===== src/rtl/muldiv_unit.sv =====
// Iterative 32-bit multiply/divide unit that owns the MIPS HI/LO register pair.
// A shift-add multiplier and a restoring divider share the same product/remainder registers.
module muldiv_unit (
  input  logic        CLK,
  input  logic        RST,
  input  logic        start,
  input  logic [1:0]  op,
  input  logic [31:0] src_a,
  input  logic [31:0] src_b,
  input  logic        hi_we,
  input  logic        lo_we,
  input  logic [31:0] wdata,
  output logic        busy,
  output logic        done,
  output logic        div_zero,
  output logic [31:0] hi,
  output logic [31:0] lo
);

  typedef enum logic [1:0] {
    IDLE = 2'd0,
    CALC = 2'd1,
    FIX  = 2'd2
  } state_t;

  localparam logic [1:0] OP_MULT  = 2'd0;
  localparam logic [1:0] OP_MULTU = 2'd1;
  localparam logic [1:0] OP_DIV   = 2'd2;
  localparam logic [1:0] OP_DIVU  = 2'd3;

  state_t      state_r;
  state_t      state_nxt_s;
  logic [1:0]  op_r;
  logic [31:0] abs_a_r;
  logic [31:0] abs_b_r;
  logic        neg_res_r;
  logic        neg_rem_r;
  logic        dz_r;
  logic [4:0]  cnt_r;
  logic [31:0] acc_r;
  logic [31:0] low_r;
  logic [31:0] hi_r;
  logic [31:0] lo_r;
  logic        busy_r;
  logic        done_r;
  logic        div_zero_r;

  logic        signed_s;
  logic        a_neg_s;
  logic        b_neg_s;
  logic [31:0] abs_a_s;
  logic [31:0] abs_b_s;
  logic        zero_div_s;
  logic [32:0] mul_sum_s;
  logic [32:0] div_sh_s;
  logic        div_ge_s;
  logic [31:0] div_diff_s;
  logic [31:0] acc_step_s;
  logic [31:0] low_step_s;
  logic [63:0] prod_s;
  logic [63:0] prod_neg_s;
  logic [31:0] quo_neg_s;
  logic [31:0] rem_neg_s;
  logic [31:0] fix_hi_s;
  logic [31:0] fix_lo_s;

  // Operand magnitudes and sign bookkeeping for an incoming operation
  assign signed_s   = ~op[0];
  assign a_neg_s    = signed_s & src_a[31];
  assign b_neg_s    = signed_s & src_b[31];
  assign abs_a_s    = a_neg_s ? (32'd0 - src_a) : src_a;
  assign abs_b_s    = b_neg_s ? (32'd0 - src_b) : src_b;
  assign zero_div_s = op[1] & (src_b == 32'd0);

  // One multiply step adds the multiplicand with carry; one divide step trial-subtracts
  assign mul_sum_s  = {1'b0, acc_r} + (low_r[0] ? {1'b0, abs_a_r} : 33'd0);
  assign div_sh_s   = {acc_r, low_r[31]};
  assign div_ge_s   = (div_sh_s >= {1'b0, abs_b_r});
  assign div_diff_s = div_sh_s[31:0] - abs_b_r;

  assign prod_s     = {acc_r, low_r};
  assign prod_neg_s = 64'd0 - prod_s;
  assign quo_neg_s  = 32'd0 - low_r;
  assign rem_neg_s  = 32'd0 - acc_r;

  // Next-state logic
  always_comb begin
    state_nxt_s = state_r;
    case (state_r)
      IDLE: begin
        if (start) begin
          if (zero_div_s) begin
            state_nxt_s = FIX;
          end else begin
            state_nxt_s = CALC;
          end
        end else begin
          state_nxt_s = IDLE;
        end
      end
      CALC: begin
        if (cnt_r == 5'd31) begin
          state_nxt_s = FIX;
        end else begin
          state_nxt_s = CALC;
        end
      end
      FIX:     state_nxt_s = IDLE;
      default: state_nxt_s = IDLE;
    endcase
  end

  // Iteration step for the shared product / remainder-quotient registers
  always_comb begin
    acc_step_s = acc_r;
    low_step_s = low_r;
    if (op_r[1]) begin
      if (div_ge_s) begin
        acc_step_s = div_diff_s;
        low_step_s = {low_r[30:0], 1'b1};
      end else begin
        acc_step_s = div_sh_s[31:0];
        low_step_s = {low_r[30:0], 1'b0};
      end
    end else begin
      acc_step_s = mul_sum_s[32:1];
      low_step_s = {mul_sum_s[0], low_r[31:1]};
    end
  end

  // Sign correction; magnitude divide already gives 0x80000000 for -2^31 / -1
  always_comb begin
    fix_hi_s = prod_s[63:32];
    fix_lo_s = prod_s[31:0];
    case (op_r)
      OP_MULT: begin
        if (neg_res_r) begin
          fix_hi_s = prod_neg_s[63:32];
          fix_lo_s = prod_neg_s[31:0];
        end else begin
          fix_hi_s = prod_s[63:32];
          fix_lo_s = prod_s[31:0];
        end
      end
      OP_MULTU: begin
        fix_hi_s = prod_s[63:32];
        fix_lo_s = prod_s[31:0];
      end
      OP_DIV: begin
        fix_lo_s = neg_res_r ? quo_neg_s : low_r;
        fix_hi_s = neg_rem_r ? rem_neg_s : acc_r;
      end
      OP_DIVU: begin
        fix_lo_s = low_r;
        fix_hi_s = acc_r;
      end
      default: begin
        fix_hi_s = prod_s[63:32];
        fix_lo_s = prod_s[31:0];
      end
    endcase
  end

  // State register
  always_ff @(posedge CLK or posedge RST) begin
    if (RST) begin
      state_r <= IDLE;
    end else begin
      state_r <= state_nxt_s;
    end
  end

  // Datapath, HI/LO ownership and status flags
  always_ff @(posedge CLK or posedge RST) begin
    if (RST) begin
      op_r       <= 2'd0;
      abs_a_r    <= 32'd0;
      abs_b_r    <= 32'd0;
      neg_res_r  <= 1'b0;
      neg_rem_r  <= 1'b0;
      dz_r       <= 1'b0;
      cnt_r      <= 5'd0;
      acc_r      <= 32'd0;
      low_r      <= 32'd0;
      hi_r       <= 32'd0;
      lo_r       <= 32'd0;
      busy_r     <= 1'b0;
      done_r     <= 1'b0;
      div_zero_r <= 1'b0;
    end else begin
      done_r <= 1'b0;
      case (state_r)
        IDLE: begin
          if (start) begin
            op_r       <= op;
            cnt_r      <= 5'd0;
            busy_r     <= 1'b1;
            div_zero_r <= 1'b0;
            if (zero_div_s) begin
              // Preload so the common divide write-back yields hi=src_a, lo=all ones
              dz_r      <= 1'b1;
              neg_res_r <= 1'b0;
              neg_rem_r <= 1'b0;
              acc_r     <= src_a;
              low_r     <= 32'hFFFF_FFFF;
            end else begin
              dz_r      <= 1'b0;
              abs_a_r   <= abs_a_s;
              abs_b_r   <= abs_b_s;
              neg_res_r <= a_neg_s ^ b_neg_s;
              neg_rem_r <= a_neg_s;
              acc_r     <= 32'd0;
              low_r     <= op[1] ? abs_a_s : abs_b_s;
            end
          end else begin
            if (hi_we) begin
              hi_r <= wdata;
            end
            if (lo_we) begin
              lo_r <= wdata;
            end
          end
        end
        CALC: begin
          acc_r <= acc_step_s;
          low_r <= low_step_s;
          cnt_r <= cnt_r + 5'd1;
        end
        FIX: begin
          hi_r       <= fix_hi_s;
          lo_r       <= fix_lo_s;
          done_r     <= 1'b1;
          busy_r     <= 1'b0;
          div_zero_r <= dz_r;
        end
        default: begin
          busy_r <= 1'b0;
        end
      endcase
    end
  end

  assign busy     = busy_r;
  assign done     = done_r;
  assign div_zero = div_zero_r;
  assign hi       = hi_r;
  assign lo       = lo_r;

endmodule


===== config.mk =====
export PLATFORM = sky130hd
export DESIGN_NAME = muldiv_unit
export DESIGN_NICKNAME = d
export VERILOG_FILES = /design/src/rtl/muldiv_unit.sv
export SDC_FILE = /design/constraint.sdc
export NUM_CORES = 1
export LEC_CHECK = 0
export CELL_PAD_IN_SITES_DETAIL_PLACEMENT = 0
export CELL_PAD_IN_SITES_GLOBAL_PLACEMENT = 1
export CORE_AREA = 2 2 264 162
export CTS_CLUSTER_SIZE = 20
export DETAILED_ROUTE_END_ITERATION = 8
export DIE_AREA = 0 0 266 164
export HOLD_SLACK_MARGIN = 0.05
export PLACE_DENSITY = 0.84
export SYNTH_ARGS = -nofsm -noshare
export SYNTH_HDL_FRONTEND = slang
export SYNTH_SLANG_ARGS = --single-unit

===== constraint.sdc =====
create_clock -name CLK -period 10.5 [get_ports CLK]
set_clock_uncertainty 0.15 [all_clocks]
set_input_delay 2.625 -clock CLK [delete_from_list [all_inputs] [get_ports CLK]]
set_output_delay 2.625 -clock CLK [all_outputs]
set_load 0.05 [all_outputs]

# Yosys cells after proc, flatten, opt, wreduce, memory -nomap -nowiden
# Index checks and enable logic that the tools add are counted.
# Widths: inputs -> output; s select.
# word_totals
ff_bits	207
latch_bits	0
ramBits	0
romBits	0
input_bits	103
memories	0
# op_classes
addsub	8
mul	0
div_mod_pow	0
order_cmp	1
eq_ne	10
shift	0
muxes	40
bitwise_logic	7
n_reduce_logical	13
# ops
operator	count
$mux 32	19
$pmux 32 s2	4
$pmux 32 s3	2
$sub 1x32->32 const A	4
$sub 1x64->64 const A	1
$add 32x32->33	1
$ge 33x32->1	1
$logic_not 32->1	1
$sub 32x32->32	1
$pmux 5 s2	1
$reduce_and 3->1	3
$ne 2x2->1 const B	4
$reduce_and 2->1	4
$mux 1	7
$eq 2x2->1 const B	3
$mux 2	3
$add 5x1->5 const B	1
$eq 5x5->1 const B	1
$mux 5	1
$eq 2x1->1 const B	2
$logic_not 2->1	2
$pmux 1 s2	2
$pmux 2 s2	1
$reduce_bool 2->1	2
4 further kinds	8

# Logic depth before layout (Yosys ltp)
# logic_depth
ltp_word	7
ltp_mapped	14
depth_no_buf	13

# Worst setup path before layout
# Ideal clock, no wire load.
# synth_timing
kind	input to register
startpoint	input port src_b[10]
endpoint	register low_r[30]
setup_ns	0.082
t_arrival_ns	4.793
path_slack_ns	5.475
stages	8
cell_sequence	or4_4 or4_4 nor3_2 nand2_1 o41ai_2 xor2_1 a221o_1 a31oi_1
# synth_via
elab_chain_cells	6
word_cells_on_any_way	8
# synth_rtl
element	line	rtl
from (decl)	9	input logic [31:0] src_b,
$sub 1x32->32	72	assign abs_b_s = b_neg_s ? (32'd0 - src_b) : src_b;
$mux 32	72	
$mux 32	213	low_r <= op[1] ? abs_a_s : abs_b_s;
$mux 32 (*)	199	if (zero_div_s) begin
$mux 32 (*)	194	if (start) begin
$pmux 32 s2 (*)	192	case (state_r)
to (signal assigned)	213	
to (signal assigned)	226	low_r <= low_step_s;
to (decl)	41	logic [31:0] low_r;
# Mark *: on every way between the ends. The rest lies on a longest branch, timed or not. The select of a mux whose other input is x is not followed.
# A chain may end at the register's enable or synchronous reset.

# Worst setup path in the final report
# Same ends and word-level chain as after synthesis.

==> flow_summary.yaml <==
run_status:
  outcome: "complete, no violations"
detailed_routing:
  drt_iter0_markers: 1986
  routed_via_density: 6.05
  wl_per_cell_microns: 24.0
  remaining_drc_errors: 0
  detail-route-antenna-nets: 0
  num_vias: 15700
  wl_microns: 62300
  firstDrtPassIters: 6
global_routing:
  grt_pass1_wl_microns: 93000
  antenna_found_initial: 0
  gr-total-overflow: 0
  grt_pass1_vias: 14700
  grt_use_total: 0.282
  grt_max_degree: 114
placed_design:
  placed_area_sq_mm: 0.0183
  portBuffers: 169
  dp_slack_ns: 3.72
  place.gp.congestion: 0.952
  hpwl_microns: 47600
synth:
  netlist_area_sq_mm: 0.0163
  netlist.area_leader.share: 0.318
  async_flop_share: 1.00
  synthFlopType: "dfrtp_1"
  synth_nets: 2118
  syn_avg_cell_area_sq_um: 8.37
  ys_ff_latch: 207
  synthTopCellsByCount: "226 x nand2_1, 213 x o21ai_0, 207 x dfrtp_1, 139 x a21oi_1, 115 x mux2i_1"
  synth_edf_count: 0
  yosysTopAreaCell: "dfrtp_1"
  yosys_warnings: 0
  post-synth-top-count-cell: "nand2_1"
  syn_inst: 1943
  ys_seq_area_frac: 0.318
  ys_types: 81
  synth.area.top_cells: "dfrtp_1 32%, mux2i_1 7.1%, o21ai_0 6.6%"
floorplanning:
  dieArea_sq_mm: 0.0436
  die_h_microns: 164
  die_w_microns: 266
  core_sq_mm: 0.0412
  io_pins: 170
  start_util: 0.395
  rows: 58
clocking:
  htree_num_levels: 1
  root_buffer: "clkbuf_16"
  clock_latency_ns: 0.57
  ctsResizeCount: 0
  clock-sinks: 207
  clk_pin_slew_ns: 0.06
  cts_buffers: 23
  cts_setup_buffers: 0
  hold_buffers: 0
  tritoncts: "built"
  clockBufferDepth: 3
worst_setup_path:
  worst_ep_required_time_ns: 10.83
  critPathSlowestCell: "or4_4"
  r2r_slack_ns: 5.45
  critPathArrivalTime_ns: 6.54
  critPathBufInv: 2
  setup.worst_path.class: "in2reg"
  crit_family: "simple AND/OR/NAND/NOR gates"
  slowest_delay_ns: 0.62
  endpoint_kind: "register"
  start_kind: "primary input"
  critical_path.cell_chain: "clkdlybuf4s50_1, or4_4, or4_4, nor3_2, nand3_2, nand3_4, buf_4, nor2_2, a221o_1, a31oi_1"
  crit_fanout: 76
  cpMostUsedCell: "or4_4"
layout:
  area_growth_syn_to_layout_pct: 17.1
  layout-drive-gt1-share: 0.0556
  antenna_cells: 0
  fin_nets: 2212
  fin_area_sq_mm: 0.0190
  fillers: 4030
  final_util: 0.462
power_and_ir_drop:
  peakVddDrop_mv: 0.167
  leakagePower_nw: 7.76
  p_per_area_mw_per_mm2: 379
job:
  max-cap-violations: 0
timing:
  fin_ws_ns: 4.28
  period_share: 0.592
  finalSetupViolCount: 0
  rsz0062_at_grt: "false"
  slew_headroom: 0.224
  final.min_clock_period_ns: 6.22
  setup_tns_ns: 0
  worst_pin_slew_ns: 1.16
  maxSlewViolCount: 0
  hold_violations: 0
  fmax_mhz: 161
hold_path:
  hp-class: "reg2reg"
cells in the final DEF, fill, tap and decap left out, types with 7 or more instances in the layout:
master,count
nand2_1,226
o21ai_0,213
dfrtp_1,206
clkdlybuf4s50_1,168
a21oi_1,139
mux2i_1,115
nor2_1,109
xnor2_1,88
xor2_1,86
ha_1,70
inv_1,66
and2_1,37
nor3_1,33
nand3_1,27
a21o_1,25
a31oi_1,24
mux2_2,24
clkbuf_16,23
o31ai_1,20
nor2b_1,20
nand2b_1,19
nor4_1,19
o211ai_1,16
nand4_1,16
a221oi_1,16
buf_4,16
a211oi_1,15
o22ai_1,14
o21a_1,13
o41ai_1,13
a22oi_1,12
a221o_1,12
and3_1,11
or3_1,10
o21bai_1,10
o221ai_1,9
or4_1,7
final cells by class:
| class | count | area (sq um) | area share |
|---|---|---|---|
| multi-input cells | 1552 | 10400 | 0.546 |
| flip-flops and latches | 207 | 5180 | 0.272 |
| repair buffers | 185 | 1810 | 0.0949 |
| well taps | 540 | 676 | 0.0355 |
| clock buffers | 33 | 673 | 0.0354 |
| inverters | 68 | 263 | 0.0138 |
| clock inverters | 6 | 36.3 | 0.00191 |
cells by family after synthesis:
| family | synth area share |
|---|---|
| AOI/OAI and AO/OA | 0.226 |
| and+or+nand+nor | 0.173 |
| DFF | 0.318 |
| buffers and inverters | 0.0444 |
| xor gates and xnor gates | 0.0937 |
| muxes | 0.0874 |
| adders and majority gates | 0.0563 |
stage by stage:
step                hold WS [ns]  total power [W]  instances
CTS                        0.326          0.00712       2591
global route               0.348          0.00771       2591
floorplan                  0.292          0.00490       1943
global placement           0.304          0.00623       2552
finish                     0.322          0.00722       2591
detailed placement         0.312          0.00628       2552
flip-flops by register name, indices dropped and copies added (netlist names), 2 cells and up:
name and flops:
hi 32, low_r 32, op_r 2, state_r 2
acc_r 32, lo 32, abs_a_r 32, abs_b_r 32
cnt_r 5
final timing paths:
path,start,endpoint,cells after the start
worst max-delay path,src_b[10],low_r[30]$_DFFE_PP0P_,10
max in group asynchronous,RST,op_r[1]$_DFFE_PP0P_,3
worst min register to register,abs_a_r[31]$_DFFE_PP0P_,abs_a_r[31]$_DFFE_PP0P_,2
worst min-delay path,abs_a_r[31]$_DFFE_PP0P_,abs_a_r[31]$_DFFE_PP0P_,2
min in group asynchronous,RST,abs_a_r[11]$_DFFE_PP0P_,2
worst max register to register,low_r[0]$_DFFE_PP0P_,acc_r[31]$_DFFE_PP0P_,13
report_power, final:
group	internal, W	switching [W]	leakage (nW)
clock network	0.000444	0.000365	0.352
logic	0.00185	0.00284	4.95
registers	0.00119	0.000541	2.45
total	0.00348	0.00374	7.76
routing by layer:
| layer | track usage | vias to the layer above | routed length (microns) |
|---|---|---|---|
| met3 | 0.0775 | 96 | 6860 |
| met1 | 0.428 | 7641 | 29300 |
| li1 | - | 7197 | - |
| met2 | 0.386 | 729 | 24300 |
| met4 | 0.0774 | 0 | 1820 |
| met5 | 0 | - | 0 |
worst min-delay path, stage by stage, from the launching register on:
cell and delay [ns]:
dfrtp_1 0.33, nand2_1 0.05, o21ai_0 0.06
Power figures use the tool's default switching activity.
